## src/rtl/mmio_led_pkg.sv

```systemverilog
// Shared definitions for the LED bus responder: register offsets, the
// response FSM state type, the response payload and byte-strobe helpers.
package mmio_led_pkg;

    localparam logic [7:0] OFF_LED_OUT    = 8'h00;
    localparam logic [7:0] OFF_LED_SET    = 8'h04;
    localparam logic [7:0] OFF_LED_CLR    = 8'h08;
    localparam logic [7:0] OFF_BLINK_DIV  = 8'h0C;
    localparam logic [7:0] OFF_BLINK_MASK = 8'h10;
    localparam logic [7:0] OFF_TICKS      = 8'h14;

    typedef enum logic [0:0] {
        IDLE,
        RESP
    } resp_state_t;

    typedef struct packed {
        logic [31:0] rdata;
        logic        err;
    } resp_t;

    // Expand the four byte enables into a 32-bit bit mask.
    function automatic logic [31:0] strb_to_mask(input logic [3:0] strb);
        return {{8{strb[3]}}, {8{strb[2]}}, {8{strb[1]}}, {8{strb[0]}}};
    endfunction

    // Replace only the masked bits of old_val with new_val.
    function automatic logic [31:0] merge_bytes(input logic [31:0] old_val,
                                                input logic [31:0] new_val,
                                                input logic [31:0] mask);
        return (old_val & ~mask) | (new_val & mask);
    endfunction

endpackage

```

## src/rtl/mmio_led_blink_prescaler.sv

```systemverilog
// Blink prescaler: counts 0..div-1 and pulses tick on the terminal count.
// A divider of 0 behaves like 1 (tick every cycle). clr restarts the count.
// Only exists when MMIO_LED_BLINK_EN is defined, since nothing else uses it.
`ifdef MMIO_LED_BLINK_EN
module blink_prescaler
    import mmio_led_pkg::*;
(
    input  logic        clk,
    input  logic        reset,
    input  logic [31:0] div,
    input  logic        clr,
    output logic        tick
);

    logic [31:0] count;
    logic [31:0] term;

    assign term = (div == 32'd0) ? 32'd0 : div - 32'd1;
    assign tick = (count == term);

    // Free-running count that wraps on tick and restarts on a divider store.
    always_ff @(posedge clk) begin
        if (reset) begin
            count <= '0;
        end else if (clr || tick) begin
            count <= '0;
        end else begin
            count <= count + 32'd1;
        end
    end

endmodule
`endif

```

## src/rtl/mmio_led_responder.sv

```systemverilog
// Memory-mapped responder for core data-bus loads and stores that owns the
// board LED pins. One request is in flight at a time; the response is held
// until the core takes it. Define MMIO_LED_BLINK_EN to build in the blink
// prescaler, BLINK_DIV, BLINK_MASK and TICKS; without it those offsets are
// unmapped and LED_OUT only changes through stores.
module mmio_led_responder
    import mmio_led_pkg::*;
#(
    parameter int          LED_W   = 8,
    parameter int          ADDR_W  = 5,
    parameter logic [31:0] DIV_RST = 32'd50
) (
    input  logic              clk,
    input  logic              reset,
    input  logic              req_valid,
    output logic              req_ready,
    input  logic              req_we,
    input  logic [ADDR_W-1:0] req_addr,
    input  logic [31:0]       req_wdata,
    input  logic [3:0]        req_wstrb,
    output logic              rsp_valid,
    input  logic              rsp_ready,
    output logic [31:0]       rsp_rdata,
    output logic              rsp_err,
    output logic [LED_W-1:0]  led
);

    resp_state_t       state;
    resp_t             rsp_d;
    logic              accept;
    logic [ADDR_W-1:0] word_addr;
    logic [31:0]       wmask;
    logic [LED_W-1:0]  led_out;
    logic [LED_W-1:0]  led_store;
    logic [LED_W-1:0]  led_next;
    logic              addr_lsb_unused;

`ifdef MMIO_LED_BLINK_EN
    logic [31:0]       blink_div;
    logic [31:0]       div_store;
    logic [31:0]       ticks;
    logic [LED_W-1:0]  blink_mask;
    logic [LED_W-1:0]  mask_store;
    logic              div_wr;
    logic              tick;
`else
    logic [31:0]       div_rst_unused;
    assign div_rst_unused = DIV_RST;
`endif

    // Byte lanes inside a word are not decoded.
    assign word_addr       = {req_addr[ADDR_W-1:2], 2'b00};
    assign addr_lsb_unused = ^req_addr[1:0];
    assign wmask           = strb_to_mask(req_wstrb);
    assign accept          = (state == IDLE) && req_ready && req_valid;

    // Decode the presented request into its response and the register values it would leave behind.
    always_comb begin
        rsp_d     = '0;
        led_store = led_out;
`ifdef MMIO_LED_BLINK_EN
        div_store  = blink_div;
        mask_store = blink_mask;
        div_wr     = 1'b0;
`endif
        if (word_addr == ADDR_W'(OFF_LED_OUT)) begin
            if (req_we) begin
                led_store = LED_W'(merge_bytes(32'(led_out), req_wdata, wmask));
            end else begin
                rsp_d.rdata = 32'(led_out);
            end
        end else if (word_addr == ADDR_W'(OFF_LED_SET)) begin
            if (req_we) begin
                led_store = led_out | LED_W'(req_wdata & wmask);
            end
        end else if (word_addr == ADDR_W'(OFF_LED_CLR)) begin
            if (req_we) begin
                led_store = led_out & ~LED_W'(req_wdata & wmask);
            end
`ifdef MMIO_LED_BLINK_EN
        end else if (word_addr == ADDR_W'(OFF_BLINK_DIV)) begin
            if (req_we) begin
                div_store = merge_bytes(blink_div, req_wdata, wmask);
                div_wr    = |req_wstrb;
            end else begin
                rsp_d.rdata = blink_div;
            end
        end else if (word_addr == ADDR_W'(OFF_BLINK_MASK)) begin
            if (req_we) begin
                mask_store = LED_W'(merge_bytes(32'(blink_mask), req_wdata, wmask));
            end else begin
                rsp_d.rdata = 32'(blink_mask);
            end
        end else if (word_addr == ADDR_W'(OFF_TICKS)) begin
            if (req_we) begin
                rsp_d.err = 1'b1;
            end else begin
                rsp_d.rdata = ticks;
            end
`endif
        end else begin
            rsp_d.err = 1'b1;
        end
    end

    // A store lands first; a blink tick in the same cycle then toggles the stored value.
`ifdef MMIO_LED_BLINK_EN
    assign led_next = (accept ? led_store : led_out) ^ (tick ? blink_mask : {LED_W{1'b0}});
`else
    assign led_next = accept ? led_store : led_out;
`endif

    // Request/response handshake: accept in IDLE, hold the response in RESP until consumed.
    always_ff @(posedge clk) begin
        if (reset) begin
            state     <= IDLE;
            req_ready <= 1'b0;
            rsp_valid <= 1'b0;
            rsp_rdata <= '0;
            rsp_err   <= 1'b0;
        end else begin
            case (state)
                IDLE: begin
                    if (accept) begin
                        state     <= RESP;
                        req_ready <= 1'b0;
                        rsp_valid <= 1'b1;
                        rsp_rdata <= rsp_d.rdata;
                        rsp_err   <= rsp_d.err;
                    end else begin
                        req_ready <= 1'b1;
                    end
                end
                RESP: begin
                    if (rsp_ready) begin
                        state     <= IDLE;
                        req_ready <= 1'b1;
                        rsp_valid <= 1'b0;
                    end
                end
                default: begin
                    state     <= IDLE;
                    req_ready <= 1'b0;
                    rsp_valid <= 1'b0;
                end
            endcase
        end
    end

    // LED register and the pin drive, which follows it one cycle later.
    always_ff @(posedge clk) begin
        if (reset) begin
            led_out <= '0;
            led     <= '0;
        end else begin
            led_out <= led_next;
            led     <= led_out;
        end
    end

`ifdef MMIO_LED_BLINK_EN
    // Blink configuration registers and the tick counter.
    always_ff @(posedge clk) begin
        if (reset) begin
            blink_div  <= DIV_RST;
            blink_mask <= '0;
            ticks      <= '0;
        end else begin
            if (accept) begin
                blink_div  <= div_store;
                blink_mask <= mask_store;
            end
            if (tick) begin
                ticks <= ticks + 32'd1;
            end
        end
    end

    blink_prescaler u_prescaler (
        .clk   (clk),
        .reset (reset),
        .div   (blink_div),
        .clr   (accept && div_wr),
        .tick  (tick)
    );
`endif

endmodule

```

## config.mk

```make
export PLATFORM = sky130hd
export DESIGN_NAME = mmio_led_responder
export DESIGN_NICKNAME = d
export VERILOG_FILES = /design/src/rtl/mmio_led_pkg.sv /design/src/rtl/mmio_led_blink_prescaler.sv /design/src/rtl/mmio_led_responder.sv
export SDC_FILE = /design/constraint.sdc
export NUM_CORES = 1
export LEC_CHECK = 0
export CORE_MARGIN = 4
export CORE_UTILIZATION = 34
export CTS_CLUSTER_SIZE = 30
export DETAILED_ROUTE_END_ITERATION = 10
export GPL_TIMING_DRIVEN = 0
export HOLD_SLACK_MARGIN = 0.02
export PLACE_DENSITY_LB_ADDON = 0.2
export REMOVE_ABC_BUFFERS = 1
export SETUP_SLACK_MARGIN = 0.1
export SLEW_MARGIN = 0
export SYNTH_ARGS = -nofsm -noshare
export SYNTH_HDL_FRONTEND = slang
export SYNTH_SLANG_ARGS = --single-unit
```

## constraint.sdc

```tcl
create_clock -name clk -period 1.6 [get_ports clk]
set_clock_uncertainty 0.2 [all_clocks]
set_input_delay 0.24 -clock clk [delete_from_list [all_inputs] [get_ports clk]]
set_output_delay 0.24 -clock clk [all_outputs]
set_load 0.02 [all_outputs]
```

# ---- Word-level counts from Yosys, hierarchy flattened
# Cells that the tools add are included.
dict set report totals {
  reg_bits 52
  in_bits 46
  output_inout_bits 43
  word_cells 49
}
dict set report classes {
  eq_ne 7
  muxes 20
  bitwise_logic 8
  reduce_logical 7
}
# cell count
set ops {}
lappend ops {{2-to-1 mux 8 bit} 7}
lappend ops {{2-to-1 mux 32 bit} 1}
lappend ops {{AND 8 bit} 3}
lappend ops {{inverter 8 bit} 2}
lappend ops {{OR 8 bit} 2}
lappend ops {{inequality test 2 bit, second input constant} 5}
lappend ops {{2-to-1 mux 1 bit} 9}
lappend ops {{case mux 1 bit (2 select lines)} 3}
lappend ops {{zero test 5 bit} 1}
lappend ops {{AND reduction 5 bit} 1}
lappend ops {{AND reduction 2 bit} 2}
lappend ops {{equality test 3 x 1 -> 1 bit, second input constant} 1}
lappend ops {{equality test 3 x 2 -> 1 bit, second input constant} 1}
lappend ops {{nonzero test 3 bit} 1}
lappend ops {{logical AND 1 bit} 2}
lappend ops {{inverter 1 bit} 1}

# ---- Longest topological paths before layout
dict set report logic_depth {
  ltp_word 7
  depth_mapped 4
  depth_no_buf 4
}

# ---- Worst setup path after synthesis
# Ideal clock, no wire load.
dict set report synth_timing {
  kind {register -> register}
  from {register req_ready}
  to {register with a tool-made name}
  setup_time_ns 0.059
  arrival_time_ns 1.179
  t_required_ns 1.341
  setup_slack_ns 0.163
  stages_incl_launch_ff 5
  path_buffers 0
  period_less_slack_ns 1.437
  cell_sequence {dfxtp_1 > nand4b_2 > nor4b_4 > nand2_1 > nand2_1}
}
# item line
set synth_lines {}
lappend synth_lines {{start: declaration} mmio_led_responder.sv:16} ;# output logic req_ready,
lappend synth_lines {{start signal: assignment} mmio_led_responder.sv:117} ;# req_ready <= 1'b0;
lappend synth_lines {{start signal: assignment} mmio_led_responder.sv:126} ;# req_ready <= 1'b0;
lappend synth_lines {{start signal: assignment} mmio_led_responder.sv:131} ;# req_ready <= 1'b1;

==> impl_metrics.json <==
{
  "num_vias": 968,
  "status": "finished clean",
  "fin_crit_ps": 1450,
  "clk_pin_slew_ps": 130,
  "gr-total-overflow": 0,
  "synth_compound_area_share_pct": 8.11,
  "regToRegStartpoint": "state$_SDFF_PP0_",
  "path_class": "in2reg",
  "cts_buffer_depth": 2,
  "synth-simple-area-share_pct": 28.5,
  "fin_crit_sh_pct": 90.4,
  "core_um2": 3390,
  "min_from": "req_addr[4]",
  "setup_viol": 0,
  "hold_depth": 3,
  "cts_root_buffer": "clkbuf_4",
  "hold_buffers": 0,
  "dpl.hpwl_um": 1860,
  "min_to": "rsp_err$_SDFFE_PP0P_",
  "yosysTopAreaCell": "dfxtp_1",
  "die_h_um": 67.5,
  "num_io_pins": 89,
  "cp_max_fo": 8,
  "initial_core_util_pct": 35.5,
  "grt_pass1_wl_um": 4060,
  "p_per_area_nw_per_um2": 742,
  "finalPower_mw": 1.17,
  "via_per_inst": 4.28,
  "cts_max_level": 1,
  "hold_violations": 0,
  "gp_congestion": 0.719,
  "crit_start": "req_valid",
  "worst-r2r-setup-slack_ps": 200,
  "final_common_cell": "dfxtp_1",
  "synth_fa_ha_area_share_pct": 0,
  "synthXorXnorAreaFrac_pct": 0,
  "drc": 0,
  "leakagePower_nw": 0.733,
  "routed_wl_um": 2580,
  "worstMarginPinSlew_ps": 793,
  "layout-drive-gt1-share_pct": 11.7,
  "postSynthAreaPerCell_um2": 8.66,
  "final_cell_mix": "dfxtp_1, nand2_1, conb_1",
  "hold_class": "in2reg",
  "placed_area_um2": 1500,
  "layout.cells.non_filler": 226,
  "cts_tree": "built",
  "ys_seq_area_share_pct": 46.6,
  "cts.sinks": 28,
  "yosysTopAreaCellShare_pct": 46.6,
  "insertion_delay_ps": 310,
  "antenna_found_initial": 0,
  "holdWs_ps": 235,
  "drv_cap": 0,
  "worst_setup_path_start_kind": "input pin",
  "vdd.ir_drop.worst_v": 0.000241,
  "worst_setup_path_end_kind": "flop",
  "io_buffers": 35,
  "syn_area_um2": 1200,
  "synth_top_family_by_area": "simple AND/OR/NAND/NOR gates",
  "synthMuxAreaShare_pct": 0,
  "slew_headroom_pct": 47.1,
  "dr.pass1.iters": 4,
  "synthCells": 139,
  "antenna_cells": 0,
  "postLayoutCellArea_um2": 1580,
  "ys_seq_elements": 28,
  "r2r_cells": 5,
  "die_w_um": 67.5,
  "worstPathRequired_ps": 1620,
  "die_area_um2": 4560,
  "synth_area_leaders": "dfxtp_1, buf_4, nand2_1",
  "rsz0062_at_grt": "no",
  "dpl.cell_count": 215,
  "fin_util_pct": 46.5,
  "grt_usage_pct": 11.7,
  "synth-warning-count": 0,
  "synth_cell_types": 22,
  "ant_nets": 0,
  "arrival_ps": 1470,
  "rows": 21,
  "cts_inserted_buffers": 3,
  "area_growth_pct": 31.1,
  "nets": 228,
  "wl_per_cell_um": 11.4,
  "slew_viol_final": 0,
  "grt_pass1_vias": 906,
  "max_freq_mhz": 692,
  "drtIter0Drc": 33,
  "grt_start_max_net_pins": 22
}
[Yosys cell counts]
| cell | number |
|---|---|
| nand4b_2 | 1 |
| dfxtp_1 | 28 |
| a211oi_1 | 1 |
| nor2_1 | 11 |
| nor4_4 | 1 |
| buf_4 | 24 |
| nor2b_1 | 9 |
| clkbuf_1 | 1 |
| nand3b_1 | 1 |
| nand2b_1 | 1 |
| and3b_1 | 1 |
| nor3_2 | 1 |
| nand4_1 | 1 |
| nor4b_4 | 1 |
| nor3_1 | 1 |
| nand3_1 | 8 |
| o21ai_0 | 9 |
| buf_2 | 3 |
| nand2_1 | 25 |
| nor3b_1 | 1 |
| a21oi_1 | 9 |
| conb_1 | 1 |
[power breakdown]
group	internal (mW)	total (mW)	switching [mW]
Clock	0.0880	0.272	0.184
Combinational	0.0679	0.185	0.117
Sequential	0.707	0.714	0.00710
[routing by layer]
metal / routed length (um) / vias to the layer above / part of all wire, % / GRT usage [%]
li1: - / 493 / - / -
met4: 0 / 0 / 0 / 5.32
met5: 0 / - / 0 / 0
met1: 1080 / 428 / 42 / 14.6
met2: 1260 / 47 / 49 / 19.8
met3: 235 / 0 / 9.1 / 1.66
[repair_timing]
action / in CTS / in global routing
setup buffers: 7 / 1
pin swaps: 6 / 1
gates resized for setup: 24 / 18
endpoints found under the setup margin: 36 / 17
[how the worst max path moves through the flow]
| stage | endpoint | slack, ps | depth (start not counted) |
|---|---|---|---|
| after CTS | flop | 100 | 5 |
| after global routing | flop | 110 | 6 |
| after detailed placement | flop | -690 | 5 |
| after floorplan | flop | -30 | 4 |
| final | flop | 150 | 6 |
| after global placement | flop | -630 | 5 |
[layout make-up]
| class | instances | area [um^2] |
|---|---|---|
| Fill cell | 352 | 1810 |
| Clock buffer | 3 | 22.5 |
| Timing Repair Buffer | 43 | 395 |
| Sequential cell | 28 | 562 |
| Multi-Input combinational cell | 106 | 541 |
| Tap cell | 46 | 57.6 |
[critical path, cell delays in order]
cell	delay [ps]
clkdlybuf4s50_1	520
and3b_2	210
nand4_1	80
buf_4	180
o21ai_0	160
nand2_1	70
[logic make-up (layout without fill, tap and decap cells)]
kind of cell           count (synthesis)  in the layout
and+or+nand+nor                       63             63
DFF                                   28             28
buffers and inverters                 28             46
AOI/OAI and AO/OA                     19             19
other                                  1             24
[per-stage QoR]
step / worst slack, ps / setup TNS, ps
after floorplan: -29.6 / -230
after global placement: -634 / -9150
after detailed placement: -690 / -9600
after CTS: 96.6 / 0
after global routing: 107 / 0
final: 154 / 0
Power figures use the tool's default switching activity.
